## config.mk

```make
export PLATFORM = sky130hd
export DESIGN_NAME = pulse_generator
export DESIGN_NICKNAME = d
export VERILOG_FILES = /design/src/rtl/pulse_generator.sv
export SDC_FILE = /design/constraint.sdc
export NUM_CORES = 1
export LEC_CHECK = 0
export CAP_MARGIN = 20
export CORE_MARGIN = 5
export CORE_UTILIZATION = 56
export DETAILED_ROUTE_END_ITERATION = 7
export PLACE_DENSITY_LB_ADDON = 0.25
export SYNTH_ARGS = -nofsm -noshare
export SYNTH_HDL_FRONTEND = slang
export SYNTH_SLANG_ARGS = --single-unit
export TNS_END_PERCENT = 10
```

## constraint.sdc

```tcl
create_clock -name clk -period 3.98 [get_ports clk]
set_input_delay 0.796 -clock clk [delete_from_list [all_inputs] [get_ports clk]]
set_output_delay 0.796 -clock clk [all_outputs]
set_load 0.02 [all_outputs]
```

## src/rtl/pulse_generator.sv

```systemverilog
// pulse_generator: programmable delay-then-width pulse FSM with pause, resume and abort.
module pulse_generator #(
  parameter int MAX_COUNT = 255,
  parameter bit PULSE_LEVEL = 1'b1,
  localparam int CW = $clog2(MAX_COUNT + 1)
) (
  input  logic          clk,
  input  logic          rst,
  input  logic          start_generating,
  input  logic          stop_generating,
  input  logic          rst_generating,
  input  logic [CW-1:0] delay_cycles,
  input  logic [CW-1:0] width_cycles,
  output logic          pulse_out,
  output logic          busy,
  output logic          done,
  output logic [CW-1:0] counter_wire
);
  typedef enum logic [1:0] {IDLE, DELAY, PULSE, PAUSE} state_t;
  state_t state;
  logic [CW-1:0] counter, d_len, w_len;
  logic resume_pulse;
  assign busy = state != IDLE;
  assign counter_wire = counter;
  always_ff @(posedge clk) begin
    if (rst) begin
      state <= IDLE;
      counter <= '0;
      d_len <= '0;
      w_len <= '0;
      resume_pulse <= 1'b0;
      pulse_out <= !PULSE_LEVEL;
      done <= 1'b0;
    end else begin
      done <= 1'b0;
      case (state)
        IDLE: if (start_generating) begin
          d_len <= delay_cycles;
          w_len <= width_cycles;
          if (width_cycles == '0) done <= 1'b1;
          else begin
            state <= delay_cycles == '0 ? PULSE : DELAY;
            counter <= CW'(1);
            pulse_out <= delay_cycles == '0 ? PULSE_LEVEL : !PULSE_LEVEL;
          end
        end
        DELAY: begin
          if (rst_generating) begin
            state <= IDLE;
            counter <= '0;
            pulse_out <= !PULSE_LEVEL;
          end else if (counter == d_len) begin
            state <= PULSE;
            counter <= CW'(1);
            pulse_out <= PULSE_LEVEL;
          end else if (stop_generating) begin
            state <= PAUSE;
            resume_pulse <= 1'b0;
          end else counter <= counter + 1'b1;
        end
        PULSE: begin
          if (rst_generating || counter == w_len) begin
            state <= IDLE;
            counter <= '0;
            pulse_out <= !PULSE_LEVEL;
            done <= !rst_generating;
          end else if (stop_generating) begin
            state <= PAUSE;
            resume_pulse <= 1'b1;
          end else counter <= counter + 1'b1;
        end
        default: begin
          // the resume edge counts as a normal step, so only cycles spent in PAUSE stretch the sequence
          if (rst_generating) begin
            state <= IDLE;
            counter <= '0;
            pulse_out <= !PULSE_LEVEL;
          end else if (start_generating && !stop_generating) begin
            state <= resume_pulse ? PULSE : DELAY;
            counter <= counter + 1'b1;
          end
        end
      endcase
    end
  end
endmodule

```

==> summary.md, run 1 <==
| Metric | Value |
|---|---|
| WL final | `roughly 4.3 mm` |
| Setup bufs post-CTS | `0` |
| Die ar. | `approximately 4400 sq um` |
| CP max FO | `7` |
| CP cell instances | `inv_1, ha_1, inv_1, clkdlybuf4s50_1` |
| Max VDD drop | `0.000291 V` |
| Total core area | `3050 sq um` |
| Initial detailed-routing violation count | `between 100 and 150` |
| Total track usage | `0.217` |
| Critical path class | `register to output pin` |
| Hold EP | `d_len[1]` |
| Commonest cells in the netlist | `46 x nand2_1, 30 x a21oi_1, 29 x dfxtp_1` |
| DR WL/cell | `14.4 um` |
| Final hold violation count | `0` |
| Worst skew pair latency | `0.33 ns` |
| Synth unique cells | `47` |
| FF-to-FF path depth | `7` |
| Clock sink count | `29` |
| DR vias | `1745` |
| Most common cell on crit path | `inv_1` |
| Delay-heaviest family, CP | `buffers and inverters` |
| Max-cap violations | `0` |
| Post-synth top area share | `0.328` |
| Synth Warn # | `0` |
| Maximum clock path buffer count | `2` |
| Slack of the critical path | `roughly 1.3 ns` |
| Cell count after synthesis | `between 200 and 250` |
| CTS tree | `built` |
| Most area-hungry cell type in the Yosys netlist | `dfxtp_1` |
| Total Nets Final | `between 200 and 300` |
| Ys flop type | `dfxtp_1` |
| Type of destination of the critical path | `output pin` |
| Slowest CP cell | `clkdlybuf4s50_1` |
| Root buffer cell | `clkbuf_4` |
| Relative slew margins | `0.588` |
| Detailed Place HPWL | `between 3 and 4 mm` |
| Finish-stage setup viols | `0` |
| Antenna diodes | `0` |
| Final cell area excluding filler cells | `around 2100 sq um` |
| CP bufs+invs | `3` |
| Crit path launch type | `register` |
| GR Overflow Total | `0` |
| Placed Area | `~2000 sq um` |
| Sequential share of the synthesized area | `0.328` |
| Total negative slack | `0 ns` |
| # port buffers | `31` |
| Final Skew | `approximately 0.010 ns` |
| Num CTS Buffers | `5` |
| Die Width | `around 66 um` |
| Die H | `66.2 um` |
| Min-delay worst type | `register to register` |
| Syn_area_per_cell | `7.57 sq um` |
| Max stage delay on crit path | `~0.63 ns` |
| Power Total | `around 1 mW` |
| Power per Cell Area | `~480 nW/um^2` |
| WP data required | `approximately 3.2 ns` |
| RR Endpoint | `counter_wire[6]` |
| Pin count of the biggest net entering global routing | `28` |
| Fin crit period | `approximately 2.7 ns` |
| EDFF count, synth | `0` |
| Hold buffers post-CTS | `0` |
| # DRC | `0` |
| Syn Nets | `between 200 and 300` |
| Post-synthesis cell area | `roughly 1800 sq um` |
| Outcome | `finished clean` |
| PostCTS Resize Cnt | `0` |
| Area Growth Syn to Fin | `19.5%` |
| Post-synth ARST share | `0` |
| Vias in the first global route | `about 1600` |
| Hold wc startpoint | `d_len[1]` |
| Reg clk slew, reported paths | `roughly 0.090 ns` |
| Launch point of the worst reg-to-reg path | `state[0]` |
| Final GP Congestion | `between 0.9 and 1` |
| Total iterations of the first detailed-routing run | `4` |
| F_max | `~370 MHz` |
| Worst setup slack after placement | `1.09 ns` |
| Rows | `20` |
| Post-synthesis register bit count | `29` |
| CP arrival | `between 1.5 and 2 ns` |
| # fillers | `approximately 270` |
| Leading post-synthesis cells by cell area | `dfxtp_1 33%, nand2_1 9.8%, xnor2_1 8.9%` |
| Starting Density | `0.580` |
| Unrepaired setup endpoints after global routing | `no` |
| I/O pin total | `32` |
| Htree depth | `2` |
| P_leak | `0.751 nW` |
| Post-route ant nets | `0` |
| R2r setup slk | `between 1.5 and 2 ns` |
| Final Max Tran Viols | `0` |
| Minimum hold slack | `0.470 ns` |
| Most frequent cell after synthesis | `nand2_1` |
| Hold Path Cell Cnt | `2` |
| Final Cycle Share | `0.673` |
| Worst-Margin Slew | `between 0.6 and 0.7 ns` |
| Antenna violations before repair | `0` |
| Layout cells sized above 1 | `0.0428` |
| Vias per inst | `5.80` |
| First-pass GRT wire length | `between 7 and 8 mm` |
[worst max-delay path by stage]
stage | from | endpoint | slack (ns) | depth (start not counted)
floorplan | stop_generating | counter_wire[6] | 2.04 | 7
global placement | stop_generating | counter_wire[2] | 1.18 | 7
detailed placement | start_generating | counter_wire[6] | 1.09 | 6
CTS | state[0] | busy | 1.30 | 4
global route | state[1] | busy | 1.23 | 4
finish | state[0] | busy | 1.30 | 4
[worst min-delay path, cell delays in order, from the launching register on]
cell and delay (ns):
dfxtp_1 0.33, nand2_1 0.05, a21oi_1 0.05
[per-layer routing]
metal | share of wire | routed length, um | global-route usage
met1 | 0.43 | 1880 | 0.266
met2 | 0.47 | 2030 | 0.364
met3 | 0.081 | 352 | 0.0544
met4 | 0.016 | 70 | 0.0812
met5 | 0 | 0 | 0
[layout make-up]
type	count	area [sq um]	area share
clock buffer	7	55.1	0.0260
tap	44	55.1	0.0260
timing repair buffer	32	318	0.150
multi-input combinational	183	1080	0.513
sequential	29	581	0.274
inverter	6	22.5	0.0106
[flip-flops by register name (all words and copies together), names as in the netlist]
name and count:
pulse_out 1, state 2, resume_pulse 1, counter_wire 8
d_len 8, w_len 8, done 1
[per-stage QoR]
| stage | util | cells |
|---|---|---|
| floorplan | - | 234 |
| global placement | 0.675 | 294 |
| detailed placement | 0.675 | 294 |
| CTS | 0.693 | 301 |
| global route | 0.693 | 301 |
| finish | 0.693 | 301 |
[where the power goes]
group / internal (mW) / total, mW / switching, mW / leakage, nW
logic: 0.177 / 0.449 / 0.271 / 0.482
clock network: 0.0833 / 0.184 / 0.100 / 0.0314
registers: 0.332 / 0.377 / 0.0451 / 0.237
total: 0.592 / 1.01 / 0.417 / 0.751
[logic make-up (layout without fill, tap and decap cells)]
kind of cell             Yosys count  count (layout)  synth area share
AO/OA/AOI/OAI                     71              71             0.252
XOR/XNOR                          19              19            0.0940
adder cells (fa/ha/maj)            5               5            0.0353
buffers and inverters             22              45            0.0594
flip-flops                        29              29             0.328
AND/OR/NAND/NOR                   88              88             0.232
[cells in the final DEF (no fill, tap or decap), drive strengths merged, types with 3 or more instances in the layout]
master	instances
a21o	3
a21oi	31
a31oi	4
clkbuf	7
clkdlybuf4s50	31
dfxtp	29
ha	5
inv	6
nand2	46
nand2b	4
nand3	7
nand4	4
nor2	10
nor4	6
o21ai	13
xnor2	18
No activity file was read; power rests on OpenSTA's default activity.
==> inputs of run 2 (changes only) <==
Settings changed: CORE_UTILIZATION 56 to 52.
Clock period 3.98 ns to 2.5 ns, I/O delays scaled along.
==> run 2 against run 1 <==
Clock power increased by 83%. Critical path depth unchanged. Sequential cell count unchanged. Non-clock buffer count increased by 5. Largest power group unchanged.
==> summary.md, run 2 (synthesized netlist as in run 1, its figures left out) <==
| Metric | Value |
|---|---|
| Outcome | `finished clean (unchanged)` |
| Die ar. | `4670 sq um (was 4390 sq um)` |
| Total negative slack | `0 ns (unchanged)` |
| Max-cap violations | `0 (unchanged)` |
| Final core occ | `0.656 (was 0.693)` |
| DR WL/cell | `14.1 um (was 14.4 um)` |
| F_max | `approximately 420 MHz` |
| Final Skew | `0.0197 ns (was 0.0104 ns)` |
| Vias per inst | `5.69 (was 5.80)` |
| CP max FO | `7 (unchanged)` |
| # fillers | `329 (was 267)` |
| Total Nets Final | `288 (was 283)` |
| Most common cell after layout, fill and taps aside | `nand2_1 (unchanged)` |
| Maximum clock path buffer count | `2 (unchanged)` |
| R2r setup slk | `0.51 ns (was 1.66 ns)` |
| First-pass GRT wire length | `7.13 mm (was 7.44 mm)` |
| Worst-Margin Slew | `0.524 ns (was 0.619 ns)` |
| CTS tree | `built (unchanged)` |
| Hold Path Cell Cnt | `2 (unchanged)` |
| Min-delay worst type | `register to register (unchanged)` |
| Worst skew pair latency | `0.34 ns (was 0.33 ns)` |
| Critical path class | `register to output pin (unchanged)` |
| Htree depth | `2 (unchanged)` |
| Net Switching | `0.673 mW (was 0.417 mW)` |
| Reg clk slew, reported paths | `0.11 ns (was 0.09 ns)` |
| Clock power frac | `0.201 (was 0.182)` |
| Max VDD drop | `0.000352 V (was 0.000291 V)` |
| Post-route ant nets | `0 (unchanged)` |
| FF-to-FF path depth | `7 (unchanged)` |
| Commonest non-fill, non-tap cells in the layout | `46 x nand2_1, 31 x clkdlybuf4s50_1, 30 x a21oi_1 (unchanged)` |
| Met2 usage | `0.333 (was 0.364)` |
| RR Endpoint | `counter_wire[6] (unchanged)` |
| CP arrival | `1.89 ns (was 1.88 ns)` |
| Relative slew margins | `0.650 (was 0.588)` |
| # DRC | `0 (unchanged)` |
| Vias in the first global route | `1534 (was 1635)` |
| Antenna violations before repair | `0 (unchanged)` |
| Power per Cell Area | `770 nW/um^2 (was 477 nW/um^2)` |
| Hold wc startpoint | `d_len[5] (was d_len[1])` |
| GRT Max-Usage Layer | `met2 (unchanged)` |
| Die Width | `68.4 um (was 66.2 um)` |
| Slack of the critical path | `0.110 ns (was 1.30 ns)` |
| PostCTS Resize Cnt | `0 (unchanged)` |
| Worst setup slack after placement | `0.216 ns (was 1.09 ns)` |
| Switching Share | `0.403 (was 0.413)` |
| Num CTS Buffers | `5 (unchanged)` |
| Antenna diodes | `0 (unchanged)` |
| Total track usage | `0.203 (was 0.217)` |
| Unrepaired setup endpoints after global routing | `no (unchanged)` |
| Clock sink count | `29 (unchanged)` |
| Starting Density | `0.535 (was 0.580)` |
| Type of destination of the critical path | `output pin (unchanged)` |
| Finish-stage setup viols | `0 (unchanged)` |
| WL final | `4.35 mm (was 4.33 mm)` |
| Hold EP | `d_len[5] (was d_len[1])` |
| Final Cycle Share | `0.956` |
| WP data required | `2.00 ns (was 3.18 ns)` |
| # port buffers | `31 (unchanged)` |
| Pin count of the biggest net entering global routing | `20 (was 28)` |
| Hold buffers post-CTS | `0 (unchanged)` |
| M1 GR Usage | `0.256 (was 0.266)` |
| Final GP Congestion | `0.906 (was 0.927)` |
| Final hold violation count | `0 (unchanged)` |
| Root buffer cell | `clkbuf_4 (unchanged)` |
| Internal cell power | `0.998 mW (was 0.592 mW)` |
| Fin crit period | `around 2.4 ns` |
| Reg power frac | `0.358 (was 0.373)` |
| Launch point of the worst reg-to-reg path | `state[1] (was state[0])` |
| I/O pin total | `32 (unchanged)` |
| Comb power frac | `0.440 (was 0.445)` |
| P_leak | `0.785 nW (was 0.751 nW)` |
| Layout cells sized above 1 | `0.0684 (was 0.0428)` |
| Total iterations of the first detailed-routing run | `4 (unchanged)` |
| Detailed Place HPWL | `3.24 mm (was 3.21 mm)` |
| Rows | `21 (was 20)` |
| Area Growth Syn to Fin | `22.6% (was 19.5%)` |
| Crit path launch type | `register (unchanged)` |
| Final Max Tran Viols | `0 (unchanged)` |
| Setup bufs post-CTS | `0 (unchanged)` |
| DR vias | `1757 (was 1745)` |
| GR Overflow Total | `0 (unchanged)` |
| Total core area | `3310 sq um (was 3050 sq um)` |
| GRT met3 Usage | `0.0575 (was 0.0544)` |
| Initial detailed-routing violation count | `139 (was 140)` |
| Die H | `68.4 um (was 66.2 um)` |
-- run 2: changes by cell type in the layout (fill, tap and decap cells not counted), sizes merged --
cell	before	now
clkinv	0	1
buf	1	6
-- run 2: worst max path at each step --
| stage | from | end | slack, ns |
|---|---|---|---|
| 2_1_floorplan | state[1] | counter_wire[6] | 0.76 |
| 3_3_place_gp | width_cycles[3] | counter_wire[2] | 0.22 |
| 3_5_place_dp | width_cycles[0] | counter_wire[2] | 0.22 |
| 4_1_cts | state[1] | busy | 0.12 |
| 5_1_grt | state[1] | busy | 0.02 |
| 6_report | state[1] | busy | 0.11 |
-- run 2: critical path, stage by stage (launching register included) --
cell and delay [ns]:
dfxtp_1 0.40, inv_1 0.10, ha_1 0.27, inv_1 0.16
clkdlybuf4s50_1 0.62
-- run 2: per-layer routing --
metal / vias up / share of wire / routed length [um]
met5: - / 0 / 0
met4: 0 / 0.010 / 45
met3: 6 / 0.083 / 362
met2: 66 / 0.48 / 2100
met1: 807 / 0.42 / 1840
li1: 878 / - / -
-- run 2: metrics by stage --
stage	hold WS (ns)	power, mW	cells	instance area (sq um)
detailed placement	0.461	1.34	301	2100
finish	0.470	1.67	309	2170
global placement	0.456	1.33	301	2100
CTS	0.473	1.67	309	2170
floorplan	0.449	1.14	234	1770
global route	0.495	1.79	309	2170
-- run 2: layout make-up --
cell class / instances / area [sq um] / share of cell area
Multi-Input combinational cell: 183 / 1080 / 0.500
Sequential cell: 29 / 581 / 0.267
Timing Repair Buffer: 37 / 355 / 0.164
Clock buffer: 7 / 65.1 / 0.0300
Tap cell: 46 / 57.6 / 0.0265
Inverter: 6 / 22.5 / 0.0104
Clock inverter: 1 / 5.00 / 0.00231
-- run 2: power by group through the flow --
stage               combinational, mW  clock (mW)  sequential [mW]
global route                    0.817       0.359            0.609
global placement                0.726           0            0.606
floorplan                       0.544           0            0.598
CTS                             0.731       0.342            0.598
finish                          0.736       0.337            0.599
detailed placement              0.726           0            0.609
==> inputs of run 3 (changes only) <==
Settings changed: CORE_MARGIN 5 to 2, SLEW_MARGIN from default to 5.
==> run 3 against run 2 <==
Count of clock-buffer cells in the layout down 1. Sequential cell count stayed put. Utilization grew 0.64 points. Clock skew fell by 0.0098 ns. Setup slack improved by 0.27 ns. Fmax increased by 13%. Sequential share of layout area decreased by 0.26 points. Worst hold slack improved by 0.0053 ns. Critical path depth is 3 lower. Critical endpoint is now counter_wire[2]. Largest power group unchanged. Highest routed layer unchanged.
==> summary.md, run 3 (synthesized netlist as in run 1, its figures left out) <==
| Metric | Value |
|---|---|
| Num CTS Buffers | `5 (unchanged)` |
| Final hold violation count | `0 (unchanged)` |
| WP data required | `2.00 ns (about the same)` |
| WL final | `4.38 mm (was 4.35 mm)` |
| Max stage delay on crit path | `0.69 ns (was 0.62 ns)` |
| Final core occ | `0.662 (was 0.656)` |
| GR Overflow Total | `0 (unchanged)` |
| Commonest non-fill, non-tap cells in the layout | `46 x nand2_1, 30 x a21oi_1, 30 x clkdlybuf4s50_1 (was 46 x nand2_1, 31 x clkdlybuf4s50_1, 30 x a21oi_1)` |
| Final Skew | `0.00988 ns (was 0.0197 ns)` |
| Total track usage | `0.242 (was 0.203)` |
| Most common cell after layout, fill and taps aside | `nand2_1 (unchanged)` |
| Worst skew pair latency | `0.33 ns (was 0.34 ns)` |
| DR WL/cell | `14.2 um (was 14.1 um)` |
| Die H | `62.4 um (was 68.4 um)` |
| Final Cycle Share | `0.847 (was 0.956)` |
| F_max | `472 MHz (was 418 MHz)` |
| Min-delay worst type | `register to register (unchanged)` |
| Root buffer cell | `clkbuf_4 (unchanged)` |
| Die ar. | `3890 sq um (was 4670 sq um)` |
| Total iterations of the first detailed-routing run | `6 (was 4)` |
| Rows | `21 (unchanged)` |
| Outcome | `finished clean (unchanged)` |
| # port buffers | `31 (unchanged)` |
| Initial detailed-routing violation count | `132 (was 139)` |
| Antenna diodes | `0 (unchanged)` |
| Area Growth Syn to Fin | `23.8% (was 22.6%)` |
| DR vias | `1798 (was 1757)` |
| Clock sink count | `29 (unchanged)` |
| CP max FO | `10 (was 7)` |
| CP bufs+invs | `1 (was 3)` |
| I/O pin total | `32 (unchanged)` |
| Crit path launch type | `register (unchanged)` |
| Vias in the first global route | `1629 (was 1534)` |
| Finish-stage setup viols | `0 (unchanged)` |
| Hold EP | `d_len[6] (was d_len[5])` |
| Critical path class | `register to output pin (unchanged)` |
| CTS tree | `built (unchanged)` |
| Pin count of the biggest net entering global routing | `19 (was 20)` |
| First-pass GRT wire length | `7.52 mm (was 7.13 mm)` |
| Layout cells sized above 1 | `0.0684 (unchanged)` |
| CP arrival | `1.62 ns (was 1.89 ns)` |
| Hold wc startpoint | `d_len[6] (was d_len[5])` |
| Maximum clock path buffer count | `2 (unchanged)` |
| Unrepaired setup endpoints after global routing | `no (unchanged)` |
| R2r setup slk | `0.50 ns (was 0.51 ns)` |
| Delay-heaviest family, CP | `buffers and inverters (unchanged)` |
| RR Endpoint | `counter_wire[6] (unchanged)` |
| Total negative slack | `0 ns (unchanged)` |
| Minimum hold slack | `0.476 ns (was 0.470 ns)` |
| Total core area | `3310 sq um (unchanged)` |
| Max VDD drop | `0.000517 V (was 0.000352 V)` |
| Total Nets Final | `288 (unchanged)` |
| Die Width | `62.4 um (was 68.4 um)` |
| Antenna violations before repair | `0 (unchanged)` |
| Type of destination of the critical path | `output pin (unchanged)` |
| Launch point of the worst reg-to-reg path | `state[1] (unchanged)` |
| Max-cap violations | `0 (unchanged)` |
| Hold Path Cell Cnt | `2 (unchanged)` |
| Reg clk slew, reported paths | `0.10 ns (was 0.11 ns)` |
| Starting Density | `0.535 (unchanged)` |
| P_leak | `0.802 nW (was 0.785 nW)` |
| Slowest CP cell | `clkdlybuf4s50_1 (unchanged)` |
| # DRC | `0 (unchanged)` |
| Htree depth | `2 (unchanged)` |
| Vias per inst | `5.82 (was 5.69)` |
| CP cell instances | `clkdlybuf4s50_1 (was inv_1, ha_1, inv_1, clkdlybuf4s50_1)` |
| Post-route ant nets | `0 (unchanged)` |
| Fin crit period | `2.12 ns (was 2.39 ns)` |
| Final GP Congestion | `0.883 (was 0.906)` |
| Detailed Place HPWL | `3.15 mm (was 3.24 mm)` |
| Final Max Tran Viols | `0 (unchanged)` |
| FF-to-FF path depth | `7 (unchanged)` |
| Power per Cell Area | `803 nW/um^2 (was 770 nW/um^2)` |
| Relative slew margins | `0.646 (was 0.650)` |
| Worst-Margin Slew | `0.530 ns (was 0.524 ns)` |
run 3: layout make-up:
| cell class | instances | area [sq um] |
|---|---|---|
| clock buffers | 6 | 51.3 |
| fillers | 296 | 1120 |
| inverters | 6 | 22.5 |
| multi-input cells | 183 | 1080 |
| well taps | 46 | 57.6 |
| flip-flops and latches | 29 | 581 |
| repair buffers | 37 | 358 |
| clock inverters | 2 | 37.5 |
run 3: how the worst max path moves through the flow:
stage / start / endpoint / slack (ns) / cells after the start
floorplan: state[1] / counter_wire[6] / 0.76 / 9
global placement: width_cycles[3] / counter_wire[2] / 0.20 / 6
detailed placement: width_cycles[3] / counter_wire[2] / 0.18 / 7
CTS: state[0] / busy / 0.11 / 4
global route: counter_wire[2] / counter_wire[2] / 0.31 / 1
finish: counter_wire[2] / counter_wire[2] / 0.38 / 1
run 3: routing by layer:
| metal | GRT usage | wire, um | up-vias |
|---|---|---|---|
| met1 | 0.298 | 1900 | 831 |
| li1 | - | - | 885 |
| met3 | 0.0580 | 263 | 12 |
| met5 | 0 | 0 | - |
| met4 | 0.0944 | 70 | 0 |
| met2 | 0.408 | 2140 | 70 |
run 3: what timing repair did:
action	CTS	global route
gates resized for setup	0	1
endpoints found under the setup margin	0	1
hold buffers	0	0
buffers inserted	0	0
run 3: report_power, final:
| part | total, mW | leakage [nW] | internal, mW | switching [mW] |
|---|---|---|---|---|
| Combinational | 0.747 | 0.520 | 0.306 | 0.441 |
| Sequential | 0.597 | 0.237 | 0.528 | 0.0688 |
| Clock | 0.416 | 0.0445 | 0.238 | 0.178 |
| Total | 1.76 | 0.802 | 1.07 | 0.688 |
run 3: through the flow:
step	instances	area (sq um)	worst slack [ns]	power, mW
after global placement	301	2100	0.204	1.33
final	309	2190	0.383	1.76
after detailed placement	301	2100	0.185	1.34
after floorplan	234	1770	0.765	1.14
after global routing	309	2190	0.312	1.88
after CTS	309	2190	0.106	1.75
